===== src/rtl/mac_drain_writeback.sv =====
// mac_drain_writeback: capture LANES MAC results, clear the bank, then bias/requantize/write one feature per beat (option DRAIN_RELU_EN selects ReLU clamp).
module mac_drain_writeback #(
  parameter int LANES  = 6,
  parameter int ACC_W  = 23,
  parameter int OUT_W  = 16,
  parameter int SHIFT  = 7,
  parameter int ADDR_W = 10
) (
  input  logic                     clk,
  input  logic                     rst,
  input  logic                     start,
  input  logic [ADDR_W-1:0]        base_addr,
  input  logic [LANES*ACC_W-1:0]   mac_in,
  input  logic [LANES*8-1:0]       bias_in,
  input  logic                     wr_ready,
  output logic                     mac_clr,
  output logic                     wr_en,
  output logic [ADDR_W-1:0]        wr_addr,
  output logic [OUT_W-1:0]         wr_data,
  output logic                     busy,
  output logic                     done
);
  localparam logic [1:0] S_IDLE = 2'd0, S_EMIT = 2'd1, S_DONE = 2'd2;
  localparam int IW = $clog2(LANES);
  localparam int SW = ACC_W + SHIFT + 2;
  localparam logic [IW-1:0] LAST = IW'(LANES - 1);
  localparam logic signed [SW-1:0] MAX_V = SW'(2 ** (OUT_W - 1) - 1);
`ifdef DRAIN_RELU_EN
  localparam logic signed [SW-1:0] MIN_V = '0;
`else
  localparam logic signed [SW-1:0] MIN_V = -(SW'(2 ** (OUT_W - 1)));
`endif
  logic [1:0] state_q, state_d;
  logic [IW-1:0] idx_q, idx_d;
  logic mac_clr_q, mac_clr_d;
  logic [ADDR_W-1:0] base_q, base_d;
  logic signed [ACC_W-1:0] acc_q [LANES];
  logic signed [ACC_W-1:0] acc_d [LANES];
  logic signed [7:0] bias_q [LANES];
  logic signed [7:0] bias_d [LANES];
  logic signed [SW-1:0] sum, r;
  logic accept;
  assign wr_en   = state_q == S_EMIT;
  assign busy    = state_q != S_IDLE;
  assign done    = state_q == S_DONE;
  assign mac_clr = mac_clr_q;
  assign accept  = wr_en && wr_ready;
  assign sum     = SW'(acc_q[idx_q]) + (SW'(bias_q[idx_q]) <<< SHIFT);
  assign r       = sum >>> SHIFT;
  assign wr_addr = wr_en ? base_q + ADDR_W'(idx_q) : '0;
  assign wr_data = !wr_en    ? '0 :
                   r > MAX_V ? MAX_V[OUT_W-1:0] :
                   r < MIN_V ? MIN_V[OUT_W-1:0] : r[OUT_W-1:0];
  always_comb begin
    state_d   = state_q;
    idx_d     = idx_q;
    base_d    = base_q;
    acc_d     = acc_q;
    bias_d    = bias_q;
    mac_clr_d = 1'b0;
    if (state_q == S_IDLE && start) begin
      state_d   = S_EMIT;
      idx_d     = '0;
      mac_clr_d = 1'b1;
      base_d    = base_addr;
      for (int i = 0; i < LANES; i++) begin
        acc_d[i]  = mac_in[i*ACC_W +: ACC_W];
        bias_d[i] = bias_in[i*8 +: 8];
      end
    end else if (accept) begin
      state_d = idx_q == LAST ? S_DONE : S_EMIT;
      idx_d   = idx_q == LAST ? '0 : idx_q + 1'b1;
    end else if (state_q == S_DONE) begin
      state_d = S_IDLE;
    end
  end
  always_ff @(posedge clk or posedge rst) begin
    if (rst) begin
      state_q   <= S_IDLE;
      idx_q     <= '0;
      mac_clr_q <= 1'b0;
      base_q    <= '0;
      for (int i = 0; i < LANES; i++) begin
        acc_q[i]  <= '0;
        bias_q[i] <= '0;
      end
    end else begin
      state_q   <= state_d;
      idx_q     <= idx_d;
      mac_clr_q <= mac_clr_d;
      base_q    <= base_d;
      acc_q     <= acc_d;
      bias_q    <= bias_d;
    end
  end
endmodule

===== config.mk =====
export PLATFORM = sky130hd
export DESIGN_NAME = mac_drain_writeback
export DESIGN_NICKNAME = d
export VERILOG_FILES = /design/src/rtl/mac_drain_writeback.sv
export SDC_FILE = /design/constraint.sdc
export NUM_CORES = 1
export LEC_CHECK = 0
export CAP_MARGIN = 20
export CORE_MARGIN = 2
export CORE_UTILIZATION = 49
export DETAILED_ROUTE_END_ITERATION = 8
export GPL_TIMING_DRIVEN = 1
export PLACE_DENSITY = 0.78
export SLEW_MARGIN = 10
export SYNTH_ARGS = -nofsm -noshare
export SYNTH_HDL_FRONTEND = slang
export SYNTH_SLANG_ARGS = --single-unit

===== constraint.sdc =====
create_clock -name clk -period 5.6 [get_ports clk]
set_input_delay 0.56 -clock clk [delete_from_list [all_inputs] [get_ports clk]]
set_output_delay 0.56 -clock clk [all_outputs]
set_load 0.05 [all_outputs]

==> reports/results.ini, run 1 <==
[outcome]
outcome = finished clean

[setup_path]
slowest_delay_ps = 720
r2r_cells = 6
path_max_fanout = 15
cp-start-kind = flip-flop
arrival_ps = 4700
cpMaxStageDelayCell = dfrtp_2
crit_required_ps = 5040
r2r_slack_ps = 3250
crit_chain = mux4_2 > inv_1 > o22ai_1 > ha_1 > fa_1 > a211oi_1 > o31a_4 > nor4_1 > or4_1 > nand2_1 > o21a_1 > a31oi_1 > buf_12
crit_type = flip-flop to primary output
r2r_start = state_q[1]
r2r-end = idx_q[2]
end_kind = primary output

[grt]
grt_max_degree = 160
antenna_found_initial = 0
grt_pass1_vias = 6549
grt_pass1_wl_um = 33000
grtUsageMet1 = 0.296
busiest_layer = met2
grt.met2_usage = 0.387
grt_use_total = 0.233
grt_use_met3 = 0.0681
gr-total-overflow = 0

[detailed_routing]
drc = 0
drt-initial-drc-count = 326
vias_per_cell = 5.58
wire_per_inst_um = 19.0
drt-total-wl_um = 20800
ant_nets = 0
vias = 6115
firstDrtPassIters = 4

[synthesis]
synth.avg_cell_area_um2 = 12.4
synth-async-reset-ratio = 1.00
synth_top_area_share = 0.474
yosysWarningCount = 0
ys_ff_latch = 160
synth_top_area_cell = dfrtp_1
synth_cells = 681
ys.flop_type = dfrtp_1
synth_area_mm2 = 0.00845
ys_top_cells_by_area = dfrtp_1 47%, mux2_2 20%, mux4_2 6.4%
synth_cell_types = 50
synth_nets = 902
synth_edf_count = 0
seq_area_frac_synth = 0.474

[sta]
fin_setup_tns_ps = 0
worst_pin_slew_ps = 885
drv_slew = 0
period_needed_ps = 5260
clock-skew-final_ps = 5.98
relSlewSlack = 0.410
setup_viol = 0
fmax_mhz = 190
post-route-period-util = 0.940
finalHoldViolations = 0
rsz0062_at_grt = no

[clocking]
cts_buffers = 17
clkSinkCount = 160
clk_latency_ps = 420
cts_resized = 0
cts_tree = yes
path_clk_slew_ps = 60
h-tree-depth = 4
root_buffer = clkbuf_16
cts_setup_buffers = 0
cts_max_path_buffers = 2
hold_buffers = 0

[floorplan]
fp.dieH_um = 135
die_width_um = 135
rows = 48
design.die.area_mm2 = 0.0183
pin_count = 230
initial_core_util = 0.495
core_mm2 = 0.0171

[finish]
drive_gt1_frac = 0.287
fin_cells = 1095
fillers = 1286
antenna_cells = 0
area_growth_pct = 33.3
nets = 1079

[placed_design]
gp_congestion = 0.823
dp.cells = 1063
hpwl_um = 15200
port_buffers = 187

[min_path]
worstHoldStart = bias_q[36]
min_to = bias_q[36]
whs_path_depth = 1
hold_path_class = flip-flop to flip-flop

[job]
drv_cap = 0

==> flip-flops by register name (all words and copies together), names as in the netlist <==
| signal | count |
|---|---|
| base_q | 10 |
| bias_q | 48 |
| idx_q | 3 |
| state_q | 2 |
| acc_q | 96 |
| mac_clr | 1 |
==> final cells by class <==
| type | count | area, um2 | share of cell area |
|---|---|---|---|
| Inverter | 30 | 118 | 0.0104 |
| Timing Repair Buffer | 200 | 2120 | 0.189 |
| Multi-Input combinational cell | 449 | 4170 | 0.370 |
| Tap cell | 225 | 282 | 0.0250 |
| Clock buffer | 20 | 457 | 0.0405 |
| Sequential cell | 160 | 4010 | 0.356 |
| Clock inverter | 11 | 108 | 0.00955 |
==> metal layers <==
layer | vias to the layer above | share of wire
li1 | 2837 | -
met1 | 3058 | 0.42
met2 | 186 | 0.49
met3 | 34 | 0.064
met4 | 0 | 0.022
met5 | - | 0
==> critical path, delay by kind of cell, from the launching register on <==
kind / cells / cell delay (ps)
buffers and inverters: 2 / 290
adders and majority gates: 2 / 720
DFF: 1 / 720
muxes: 1 / 590
and+or+nand+nor: 3 / 910
AOI/OAI and AO/OA: 5 / 1040
==> placed cells by master, fill, tap and decap left out, types with 6 or more instances in the layout <==
cell type and instances:
clkdlybuf4s50_1 171, dfrtp_1 158, mux2_2 153, inv_1 29, nand2_1 28, a21oi_1 25
o21ai_0 25, mux4_2 24, mux2i_1 24, o22ai_1 23, nor2_1 22, ha_1 19
clkbuf_16 17, a21o_1 16, buf_12 14, buf_4 14, a31oi_1 11, xor2_1 10
xnor2_1 8, nand2b_1 6
==> metrics by stage <==
stage / cell area, um2 / utilization / worst slack, ps / hold slack, ps
floorplan: 8450 / - / 341 / 475
global placement: 10700 / 0.625 / 781 / 485
detailed placement: 10700 / 0.625 / 696 / 491
CTS: 11200 / 0.658 / 236 / 505
global route: 11300 / 0.660 / 13.0 / 517
finish: 11300 / 0.660 / 336 / 502
==> logic make-up after synthesis <==
family                   count (synthesis)  synth area share
AND/OR/NAND/NOR                         80            0.0455
XOR/XNOR                                18            0.0187
flip-flops                             160             0.474
multiplexers                           201             0.296
buffers and inverters                   72            0.0338
AO/OA/AOI/OAI                          129            0.0988
adder cells (fa/ha/maj)                 21            0.0329
==> synthesized netlist by cell type (all sizes together) (2+ instances only) <==
master	n
o21bai	5
mux2	153
xnor2	8
a211oi	3
and3	2
o21ai	30
buf	11
a21o	16
xor2	10
o211ai	2
nor2b	3
o31a	2
a31oi	11
nand2b	6
nand4	3
nand2	28
mux2i	24
nor2	22
clkbuf	31
or2	2
and2	5
ha	19
a21oi	25
inv	30
mux4	24
o21a	3
dfrtp	160
or3	2
a21boi	2
fa	2
o22ai	24
==> worst max path at each step <==
stage,from,endpoint,depth (start not counted)
finish,idx_q[0],wr_data[13],13
global route,idx_q[1],wr_data[12],13
CTS,idx_q[0],wr_data[6],12
detailed placement,idx_q[0],wr_data[6],12
global placement,idx_q[0],wr_data[14],12
floorplan,idx_q[0],wr_data[11],15
Power of run 1 is left out: the tool's default activity adds up to more than one toggle a clock period on the data nets, which glitch-free logic cannot reach.
==> run 2: changes to the inputs <==
--- a/config.mk
+++ b/config.mk
@@ -6,11 +6,11 @@
 export NUM_CORES = 1
 export LEC_CHECK = 0
 export CAP_MARGIN = 20
-export CORE_MARGIN = 2
-export CORE_UTILIZATION = 49
+export CORE_MARGIN = 3
+export CORE_UTILIZATION = 44
 export DETAILED_ROUTE_END_ITERATION = 8
 export GPL_TIMING_DRIVEN = 1
-export PLACE_DENSITY = 0.78
+export PLACE_DENSITY = 0.74
 export SLEW_MARGIN = 10
 export SYNTH_ARGS = -nofsm -noshare
 export SYNTH_HDL_FRONTEND = slang
==> constraint.sdc (replaced) <==
create_clock -name clk -period 4.5 [get_ports clk]
set_input_delay 0.45 -clock clk [delete_from_list [all_inputs] [get_ports clk]]
set_output_delay 0.45 -clock clk [all_outputs]
set_load 0.05 [all_outputs]
==> run 2 against run 1 <==
  * First-iteration DRC count grew 25%
  * Cell count grew 4.4%
  * Register-to-register slack lost 710 ps
  * Worst hold slack gained 4.2 ps
  * Clock skew grew 7.4 ps
  * Sequential cell count is the same
  * Count of clock-buffer cells in the layout shrank 3
  * Global-route usage shrank 3.2 points
  * Critical path type unchanged
==> reports/results.ini, run 2 (same netlist as run 1, synthesis figures left out) <==
[sta]
relSlewSlack = 0.370
whs_ps = 506
post-route-period-util = 0.982
finalHoldViolations = 0
fmax_mhz = 226
clock-skew-final_ps = 13.4
rsz0062_at_grt = yes
worst_pin_slew_ps = 945
setup_viol = 0
drv_slew = 0
period_needed_ps = 4420

[setup_path]
path_max_fanout = 6
critPathLaunch = idx_q[0]
arrival_ps = 3970
cp_num_buf_inv = 4
slowest_delay_ps = 490
critPathTopFamily = simple AND/OR/NAND/NOR gates
crit_chain = buf_6 > mux4_2 > inv_1 > o22ai_4 > buf_4 > ha_4 > or2_2 > a21o_1 > o311a_1 > or4_4 > and2_4 > o21ai_2 > a31oi_4 > buf_12
cpMaxStageDelayCell = mux4_2
cp-start-kind = flip-flop
crit_type = flip-flop to primary output
r2r_start = state_q[0]
end_kind = primary output
crit_required_ps = 4050

[floorplan]
design.die.area_mm2 = 0.0209
fp.dieH_um = 145
initial_core_util = 0.450
rows = 50
pin_count = 230
core_mm2 = 0.0188
die_width_um = 145

[clocking]
clkSinkCount = 160
h-tree-depth = 4
clk_latency_ps = 430
cts_tree = yes
cts_max_path_buffers = 2
hold_buffers = 0
cts_buffers = 17
root_buffer = clkbuf_16
path_clk_slew_ps = 70

[grt]
busiest_layer = met2
antenna_found_initial = 1
grt.met2_usage = 0.327
grtUsageMet1 = 0.273
grt_use_total = 0.201
grt_use_met3 = 0.0496
grt_pass1_wl_um = 32800
gr-total-overflow = 0
grt_pass1_vias = 6308
grt_max_degree = 161

[detailed_routing]
drc = 0
vias_per_cell = 5.43
drt-total-wl_um = 21200
drt-initial-drc-count = 408
wire_per_inst_um = 18.5
firstDrtPassIters = 5
vias = 6206
ant_nets = 0

[placed_design]
gp_congestion = 0.851
dp.cells = 1087
hpwl_um = 14900
port_buffers = 187

[finish]
final_common_cell = clkdlybuf4s50_1
largest_reg_flops = 96
layout_common_cells = 171 x clkdlybuf4s50_1, 158 x dfrtp_1, 153 x mux2_2, 39 x buf_4, 28 x nand2_1
reg.largest.list = acc_q: 96 flops, bias_q: 48 flops, base_q: 10 flops
nets = 1117
fin_cells = 1143
antenna_cells = 0
regMostFlops = acc_q
area_growth_pct = 43.0
drive_gt1_frac = 0.381

[job]
drv_cap = 0

[min_path]
hold_path_class = flip-flop to flip-flop
worstHoldStart = acc_q[67]

[outcome]
outcome = finished clean

==> run 2: layout make-up <==
type / count / area [um2]
flip-flops and latches: 160 / 4010
clock inverters: 15 / 240
fillers: 1436 / 6690
well taps: 234 / 293
inverters: 30 / 116
multi-input cells: 450 / 4510
clock buffers: 17 / 425
repair buffers: 237 / 2480
==> run 2: worst paths after layout <==
kind	endpoint	slack, ps	cells past startpoint
max	wr_data[0]	80	14
min	acc_q[67]	510	1
max reg2reg	acc_q[33]	2540	3
min reg2reg	acc_q[67]	510	1
max in group asynchronous	idx_q[0]	3090	3
min in group asynchronous	acc_q[114]	530	3
==> run 2: through the flow <==
step / worst slack, ps / cell area, um2 / setup TNS (ps) / utilization
2_1_floorplan: 17.0 / 8550 / 0 / -
3_3_place_gp: 136 / 10900 / 0 / 0.583
3_5_place_dp: 120 / 10900 / 0 / 0.583
4_1_cts: 0.107 / 11700 / 0 / 0.624
5_1_grt: -43.7 / 12100 / -286 / 0.643
6_report: 79.2 / 12100 / 0 / 0.643
==> run 2: worst register-to-register path: cells and delay by family, from the launching register on <==
family / cells / cell delay (ps)
AND/OR/NAND/NOR: 1 / 310
buffers and inverters: 1 / 470
multiplexers: 1 / 620
flip-flops: 1 / 430
==> run 2: repair_timing <==
action                     4_1_cts  5_1_grt
setup buffers                    5       17
cloned                           0        2
setup endpoints to repair       16       16
hold endpoints to repair         0        0
pin swaps                        2       13
gates resized for setup         18       58
==> run 2: routing by layer <==
metal	vias up	share of wire	wire length, um
li1	2926	-	-
met1	3115	0.44	9310
met2	142	0.50	10600
met3	21	0.051	1070
met4	2	0.011	231
met5	-	0.00042	9
Power of run 2 is left out for the same reason.
==> run 3: changes to the inputs <==
--- a/config.mk
+++ b/config.mk
@@ -5,10 +5,10 @@
 export SDC_FILE = /design/constraint.sdc
 export NUM_CORES = 1
 export LEC_CHECK = 0
-export CAP_MARGIN = 20
 export CORE_MARGIN = 3
 export CORE_UTILIZATION = 44
 export DETAILED_ROUTE_END_ITERATION = 8
+export GPL_ROUTABILITY_DRIVEN = 0
 export GPL_TIMING_DRIVEN = 1
 export PLACE_DENSITY = 0.74
 export SLEW_MARGIN = 10
==> results of run 3 <==
Same layout as run 2: the final DEF is identical, and so are final timing and power.
Power of run 3 is left out for the same reason.
